[config.mk]
export PLATFORM = sky130hd
export DESIGN_NAME = thermo_count_gen
export DESIGN_NICKNAME = d
export VERILOG_FILES = /design/src/rtl/basys3_pkg.sv /design/src/rtl/btn_debounce.sv /design/src/rtl/thermo_count_gen.sv
export SDC_FILE = /design/constraint.sdc
export NUM_CORES = 1
export LEC_CHECK = 0
export CAP_MARGIN = 20
export CORE_MARGIN = 2
export CORE_UTILIZATION = 35
export DETAILED_ROUTE_END_ITERATION = 8
export GPL_ROUTABILITY_DRIVEN = 0
export HOLD_SLACK_MARGIN = 0.05
export PLACE_DENSITY = 0.56
export SYNTH_ARGS = -nofsm -noshare
export SYNTH_HDL_FRONTEND = slang
export SYNTH_SLANG_ARGS = --single-unit
[constraint.sdc]
create_clock -name clk -period 2.8 [get_ports clk]
set_input_delay 0.7 -clock clk [delete_from_list [all_inputs] [get_ports clk]]
set_output_delay 0.7 -clock clk [all_outputs]
set_load 0.05 [all_outputs]
[src/rtl/basys3_pkg.sv]
// basys3_pkg: constants shared by the Basys3 button/LED glue logic.
//   THERMO_WIDTH        - length of the thermometer code on the LED bank
//   THERMO_COUNT_WIDTH  - bits needed to hold a level 0..THERMO_WIDTH
//   *_100MHZ            - default debounce / auto-repeat timings for the
//                         100 MHz board clock
//   ctr_bits()          - width of a counter that must reach n-1
package basys3_pkg;

  localparam int THERMO_WIDTH          = 16;
  localparam int THERMO_COUNT_WIDTH    = $clog2(THERMO_WIDTH + 1);

  localparam int DEBOUNCE_CYCLES_100MHZ = 1000000;   // 10 ms
  localparam int REPEAT_DELAY_100MHZ    = 50000000;  // 500 ms
  localparam int REPEAT_PERIOD_100MHZ   = 10000000;  // 100 ms

  // Counters here compare against n-1 and then wrap to zero, so they only
  // ever hold 0..n-1. Never return zero width.
  function automatic int ctr_bits(input int n);
    return (n < 2) ? 1 : $clog2(n);
  endfunction

endpackage

[src/rtl/btn_debounce.sv]
// btn_debounce: conditions one raw push-button into step requests.
//   clk    - board clock, rising edge
//   reset  - synchronous, active-high; button is treated as released
//   btn    - raw asynchronous button level
//   step   - one-cycle pulse: on the debounced press, at REPEAT_DELAY
//            cycles after it, then every REPEAT_PERIOD cycles while held
module btn_debounce
  import basys3_pkg::*;
#(
  parameter int DEBOUNCE_CYCLES = DEBOUNCE_CYCLES_100MHZ,
  parameter int REPEAT_DELAY    = REPEAT_DELAY_100MHZ,
  parameter int REPEAT_PERIOD   = REPEAT_PERIOD_100MHZ
) (
  input  logic clk,
  input  logic reset,
  input  logic btn,
  output logic step
);

  localparam int DB_W   = ctr_bits(DEBOUNCE_CYCLES);
  localparam int RP_MAX = (REPEAT_DELAY > REPEAT_PERIOD) ? REPEAT_DELAY : REPEAT_PERIOD;
  localparam int RP_W   = ctr_bits(RP_MAX);

  logic            sync_meta;
  logic            sync_out;
  logic            level;
  logic [DB_W-1:0] stable_cnt;
  logic [RP_W-1:0] rep_cnt;
  logic            repeating;   // first repeat already issued for this press

  logic            flip;
  logic [RP_W-1:0] rep_limit;
  logic            rep_fire;

  // The synchronized input has disagreed with the accepted level for
  // DEBOUNCE_CYCLES consecutive cycles as of this edge.
  assign flip = (sync_out != level) &&
                (stable_cnt == DB_W'(DEBOUNCE_CYCLES - 1));

  // rep_cnt holds (cycles since last step - 1); the first interval after the
  // press edge is REPEAT_DELAY, later ones REPEAT_PERIOD.
  assign rep_limit = repeating ? RP_W'(REPEAT_PERIOD - 1) : RP_W'(REPEAT_DELAY - 1);

  // No repeat on the edge where the debounced level is dropping: a release
  // cancels any step that would otherwise coincide with it.
  assign rep_fire = level && !flip && (rep_cnt == rep_limit);

  always_ff @(posedge clk) begin
    if (reset) begin
      sync_meta  <= 1'b0;
      sync_out   <= 1'b0;
      level      <= 1'b0;
      stable_cnt <= '0;
      rep_cnt    <= '0;
      repeating  <= 1'b0;
      step       <= 1'b0;
    end else begin
      sync_meta <= btn;
      sync_out  <= sync_meta;

      // Any cycle agreeing with the accepted level (a bounce) restarts the run.
      if (sync_out == level || flip) begin
        stable_cnt <= '0;
      end else begin
        stable_cnt <= stable_cnt + DB_W'(1);
      end

      if (flip) begin
        level <= sync_out;
      end

      step <= (flip && sync_out) || rep_fire;

      if (!level || flip) begin
        rep_cnt   <= '0;
        repeating <= 1'b0;
      end else if (rep_fire) begin
        rep_cnt   <= '0;
        repeating <= 1'b1;
      end else begin
        rep_cnt   <= rep_cnt + RP_W'(1);
      end
    end
  end

endmodule

[src/rtl/thermo_count_gen.sv]
// thermo_count_gen: button-driven saturating level 0..WIDTH shown as a
// thermometer code on the LED bank.
//   clk      - 100 MHz board clock, rising edge
//   reset    - synchronous, active-high
//   btnU     - raw increment button
//   btnD     - raw decrement button
//   led      - thermometer code, led[i] = (i < count)
//   count    - current level 0..WIDTH
//   changed  - one-cycle pulse in the cycle count takes a new value
module thermo_count_gen
  import basys3_pkg::*;
#(
  parameter int WIDTH           = THERMO_WIDTH,
  parameter int DEBOUNCE_CYCLES = DEBOUNCE_CYCLES_100MHZ,
  parameter int REPEAT_DELAY    = REPEAT_DELAY_100MHZ,
  parameter int REPEAT_PERIOD   = REPEAT_PERIOD_100MHZ
) (
  input  logic                       clk,
  input  logic                       reset,
  input  logic                       btnU,
  input  logic                       btnD,
  output logic [WIDTH-1:0]           led,
  output logic [$clog2(WIDTH+1)-1:0] count,
  output logic                       changed
);

  localparam int CW = $clog2(WIDTH + 1);

  logic          inc_step;
  logic          dec_step;
  logic [CW-1:0] count_next;
  logic [WIDTH-1:0] led_next;

  btn_debounce #(
    .DEBOUNCE_CYCLES (DEBOUNCE_CYCLES),
    .REPEAT_DELAY    (REPEAT_DELAY),
    .REPEAT_PERIOD   (REPEAT_PERIOD)
  ) u_btn_up (
    .clk   (clk),
    .reset (reset),
    .btn   (btnU),
    .step  (inc_step)
  );

  btn_debounce #(
    .DEBOUNCE_CYCLES (DEBOUNCE_CYCLES),
    .REPEAT_DELAY    (REPEAT_DELAY),
    .REPEAT_PERIOD   (REPEAT_PERIOD)
  ) u_btn_dn (
    .clk   (clk),
    .reset (reset),
    .btn   (btnD),
    .step  (dec_step)
  );

  // Saturation is tested before the add/subtract so the count never wraps;
  // simultaneous requests cancel.
  always_comb begin
    count_next = count;
    if (inc_step && !dec_step && count != CW'(WIDTH)) begin
      count_next = count + CW'(1);
    end else if (dec_step && !inc_step && count != '0) begin
      count_next = count - CW'(1);
    end
  end

  // Decoding from count_next keeps the led register in step with count.
  for (genvar gi = 0; gi < WIDTH; gi++) begin : g_thermo
    assign led_next[gi] = (count_next > CW'(gi));
  end

  always_ff @(posedge clk) begin
    if (reset) begin
      count   <= '0;
      led     <= '0;
      changed <= 1'b0;
    end else begin
      count   <= count_next;
      led     <= led_next;
      changed <= (count_next != count);
    end
  end

endmodule
Yosys cells after proc, flatten, opt, wreduce, memory -nomap -nowiden --
Index checks and enable logic that the tools add are counted.
Cells by class: $add $sub $neg 6, multipliers 0, div/mod/pow operators 0, $lt $le $gt $ge 16, equal/unequal tests 10, shift-type cells 0, muxes and demuxes 4, bitwise gates (word level) 0, reduce and logical (&&, ||, !) cells 31
Operators by type and width (number):
- $add A26 B1 Y26 const B | 2
- $eq A26 B26 Y1 | 2
- $mux W26 | 2
- $add A20 B1 Y20 const B | 2
- $eq A20 B20 Y1 const B | 2
- $gt A5 B4 Y1 const B | 8
- $gt A5 B3 Y1 const B | 4
- $logic_and A1 B1 Y1 | 12
- $gt A5 B1 Y1 const B | 2
- $gt A5 B2 Y1 const B | 2
- $mux W5 | 2
- $reduce_or A2 Y1 | 4
- $logic_not A1 Y1 | 6
- $logic_or A1 B1 Y1 | 6
- $reduce_or A3 Y1 | 2
- $add A5 B1 Y5 const B | 1
- $ne A5 B5 Y1 | 1
- $ne A5 B5 Y1 const B | 1
- $reduce_bool A5 Y1 | 1
- $sub A5 B1 Y5 const B | 1
- $eq A1 B1 Y1 | 2
- $ne A1 B1 Y1 | 2
Storage, ports and cells: register bits 124, latch bits 0, RAM bits 0, bits in read-only memories 0, word-level logic and storage cells 84, memories kept 0

Depth between registers and ports, before layout --
depth after elaboration 6, mapped depth 9

Cells and area by module --
From an unflattened synthesis, not the netlist that was laid out.
Unflattened totals: cells, all modules 618, area total of the unflattened synthesis 5670.4 um^2
Modules (own cells, without submodules):
- btn_debounce | instances 2, cells an instance 264, area each 2382.3 um^2
- thermo_count_gen | instances 1, cells an instance 90, area each 905.9 um^2

Least setup slack after synthesis --
No wires, ideal clock.
path kind register -> register, start register count[0], end register led[12], data arrival time 2.293 ns, required time 2.734 ns, setup slack 0.441 ns, cell stages (with the launch flop) 9, buffers on the path 0, clock period less this slack 2.359 ns, cell sequence dfxtp_1 inv_1 ha_1 nor4b_1 or3_1 a21o_1 a21boi_2 a21bo_1 a21oi_2
Between the ends: cells in the longest elaborated chain, start to end 5
Ends and longest elaborated chain:
- start: declaration | RTL line thermo_count_gen.sv:23 | output logic [$clog2(WIDTH+1)-1:0] count,
- start signal: assignment | RTL line thermo_count_gen.sv:78 | count <= count_next;
- branches (longest 3 deep; another with $sub A5 B1 Y5)
- $mux W5 (*) | RTL line thermo_count_gen.sv:60 | if (inc_step && !dec_step && count != CW'(WIDTH)) begin
- $gt A5 B4 Y1 (*) | RTL line thermo_count_gen.sv:69 | assign led_next[gi] = (count_next > CW'(gi));
- end signal: assignment | RTL line thermo_count_gen.sv:79 | led <= led_next;
- end: declaration | RTL line thermo_count_gen.sv:22 | output logic [WIDTH-1:0] led,
Mark *: on every way between the ends. A chain may end at the register's enable or synchronous reset.

Final worst setup path --
start register count[3], end output port count[3]
No word-level cell between the ends.

==> metrics.md <==
| Metric | Value |
|---|---|
| Status | `completed` |
| Boundary pin count | `26` |
| Area contributors post-synth | `dfxtp_1 46%, xor2_1 8.5%, nor2_1 8.3%` |
| Post-CTS Resized | `0` |
| Hold-fix buffers, CTS | `0` |
| Fill count | `1,486` |
| Syn Inst Count | `596` |
| Root Buffer | `clkbuf_16` |
| Post-Syn Area | `0.005356 sq mm` |
| RSZ-0062 raised after global routing | `false` |
| Pin count of the biggest net entering global routing | `26` |
| Final instance area | `0.006306 sq mm` |
| Synth-to-layout area growth | `17.73%` |
| Vias/cell | `4.914` |
| Hpwl dp | `6.997 mm` |
| Placed instance area | `0.005758 sq mm` |
| Clock transition at the registers of the reported paths | `0.05 ns` |
| DR top layer | `met4` |
| Global-route wire length before repair | `17.55 mm` |
| Chip Height | `127.7 microns` |
| Initial antenna violation count | `0` |
| CP cell instances | `clkdlybuf4s50_1` |
| Fin crit share | `89.96%` |
| Multi-input logic area | `0.002711 sq mm` |
| CP Max Fanout | `10` |
| Cell family with most CP delay | `buffers and inverters` |
| Initial DRC count | `150` |
| Final Setup Violations | `0` |
| Synth cell types | `63` |
| Slowest cell on crit path | `clkdlybuf4s50_1` |
| Core footprint | `0.01509 sq mm` |
| Critical Path AT | `1.82 ns` |
| Syn. warnings | `0` |
| Worst-Margin Slew | `0.8364 ns` |
| Number of clock sinks | `124` |
| Cts bufs inserted | `17` |
| Seq. cell area | `0.002482 sq mm` |
| Slew HR | `44.24%` |
| Vias in the first global route | `3,904` |
| Register area share after synthesis | `46.34%` |
| Total power | `3.817 mW` |
| EDFF count, synth | `0` |
| Post-route antenna net violation count | `0` |
| #FFs+latches synth | `124` |
| Tot GR Track Use | `13.12%` |
| Max-cap viol count | `0` |
| Ant. Diodes | `0` |
| CP startpoint kind | `register` |
| Most frequent cells in the layout | `124 x dfxtp_1, 118 x nor2_1, 52 x xor2_1, 37 x nand2_1, 33 x xnor2_1` |
| Worst hold slack | `0.4349 ns` |
| Starting Density | `35.50%` |
| WL met1 | `4.997 mm` |
| Skew final | `0.006180 ns` |
| Die width | `127.7 microns` |
| Port bufs | `25` |
| Max incr delay on CP | `0.88 ns` |
| Critical path type | `reg -> out` |
| Total grt overflow | `0` |
| R2R Path Start | `u_btn_up.rep_cnt[3]` |
| Post CTS Setup Buffer Count | `0` |
| Vias | `4,049` |
| Drt pass-1 iters | `6` |
| Worst hold path type | `reg -> reg` |
| P per Cell Area | `605.3 mW/mm^2` |
| Wire length on met3 | `300 microns` |
| Placed cells | `794` |
| DRC violations left | `0` |
| Layout cells sized above 1 | `7.233%` |
| CP required | `2.10 ns` |
| Post-Layout Cell Count | `824` |
| Mapped Avg Cell Area | `8.987 sq um` |
| Skew-Pair Late Insertion Delay | `0.40 ns` |
| Synth area leader | `dfxtp_1` |
| Final Net Count | `635` |
| Max-slew violation count | `0` |
| HP Start | `u_btn_dn.sync_meta` |
| Highest clock rate | `0.3970 GHz` |
| TritonCTS clock tree | `yes` |
| Buf/Inv on CP | `1` |
| Top-area cell type share of the netlist area | `46.34%` |
| CP endpoint kind | `output pin` |
| Met2 WL | `4.650 mm` |
| WL/cell | `12.21 microns` |
| Most common cell after layout, fill and taps aside | `dfxtp_1` |
| Ys flop type | `dfxtp_1` |
| Die Area | `0.01631 sq mm` |
| Total wire length | `10.06 mm` |
| Core Rows | `45` |
| Critical Path Start | `count[3]` |
| Ys async rst share | `0%` |
| Syn_nets | `606` |
| Setup TNS Final | `0 ns` |
| CTS H-tree depth | `4` |
| Min Tclk post-route | `2.519 ns` |
| CTS Buffer Depth | `2` |
| Endpoints failing hold | `0` |
| Leakage power | `2.082 nW` |
| Worst vdd rail ir drop | `413.3 uV` |
[report_power, final]
group          leakage (nW)  internal, mW  switching, mW
combinational         0.811       0.00835         0.0146
clock                 0.272          1.31          0.712
sequential            0.999          1.77        0.00208
total                  2.08          3.09          0.728
[metal layers]
layer	vias to the layer above	global-route usage, %
li1	2074	-
met1	1908	16.55
met2	57	20.95
met3	10	3.631
met4	0	5.947
met5	-	0
[worst paths after layout]
| check | end | slack [ns] | cells after the start |
|---|---|---|---|
| max | count[3] | 0.28 | 1 |
| min | u_btn_dn.sync_out | 0.43 | 1 |
| max reg2reg | u_btn_up.rep_cnt[11] | 0.46 | 6 |
| min reg2reg | u_btn_dn.sync_out | 0.43 | 1 |
[registers in the layout, indices dropped and copies added, names as in the netlist]
signal and flops:
led 16, u_btn_up.level 1, u_btn_dn.sync_meta 1, u_btn_up.repeating 1, u_btn_dn.repeating 1, u_btn_up.stable_cnt 20, u_btn_dn.sync_out 1, count 5
u_btn_up.rep_cnt 26, u_btn_dn.stable_cnt 20, u_btn_up.step 1, u_btn_dn.level 1, changed 1, u_btn_up.sync_meta 1, u_btn_dn.rep_cnt 26, u_btn_up.sync_out 1
u_btn_dn.step 1
[stage by stage]
stage / utilization (%) / setup slack, ns
after floorplan: - / 0.4412
after global placement: 38.16 / 0.4344
after detailed placement: 38.16 / 0.3486
after CTS: 41.79 / 0.2811
after global routing: 41.79 / 0.2158
final: 41.79 / 0.2811
[final cells by class]
class                           count  area share (%)
Inverter                           15          0.8929
Tap cell                          188           3.730
Multi-Input combinational cell    439           43.00
Sequential cell                   124           39.37
Clock inverter                      9           1.548
Timing Repair Buffer               28           4.325
Clock buffer                       21           7.143
[logic make-up after synthesis]
group,count (synthesis),share of synthesized area (%)
and+or+nand+nor,305,29.53
muxes,3,0.6773
xor gates and xnor gates,85,13.90
AOI/OAI and AO/OA,40,5.116
DFF,124,46.34
buffers and inverters,33,3.037
adders and majority gates,6,1.402
[cell usage after synthesis (7+ instances only)]
cell / number
dfxtp_1: 124
nor2_1: 118
xor2_1: 52
nand2_1: 37
xnor2_1: 33
nand3_1: 32
nand4_1: 22
a21oi_1: 16
inv_1: 15
and3_1: 12
nor2b_1: 12
and4_1: 9
nor3_1: 9
or3_1: 8
clkbuf_1: 7
nor4b_1: 7
Power figures use the tool's default switching activity.
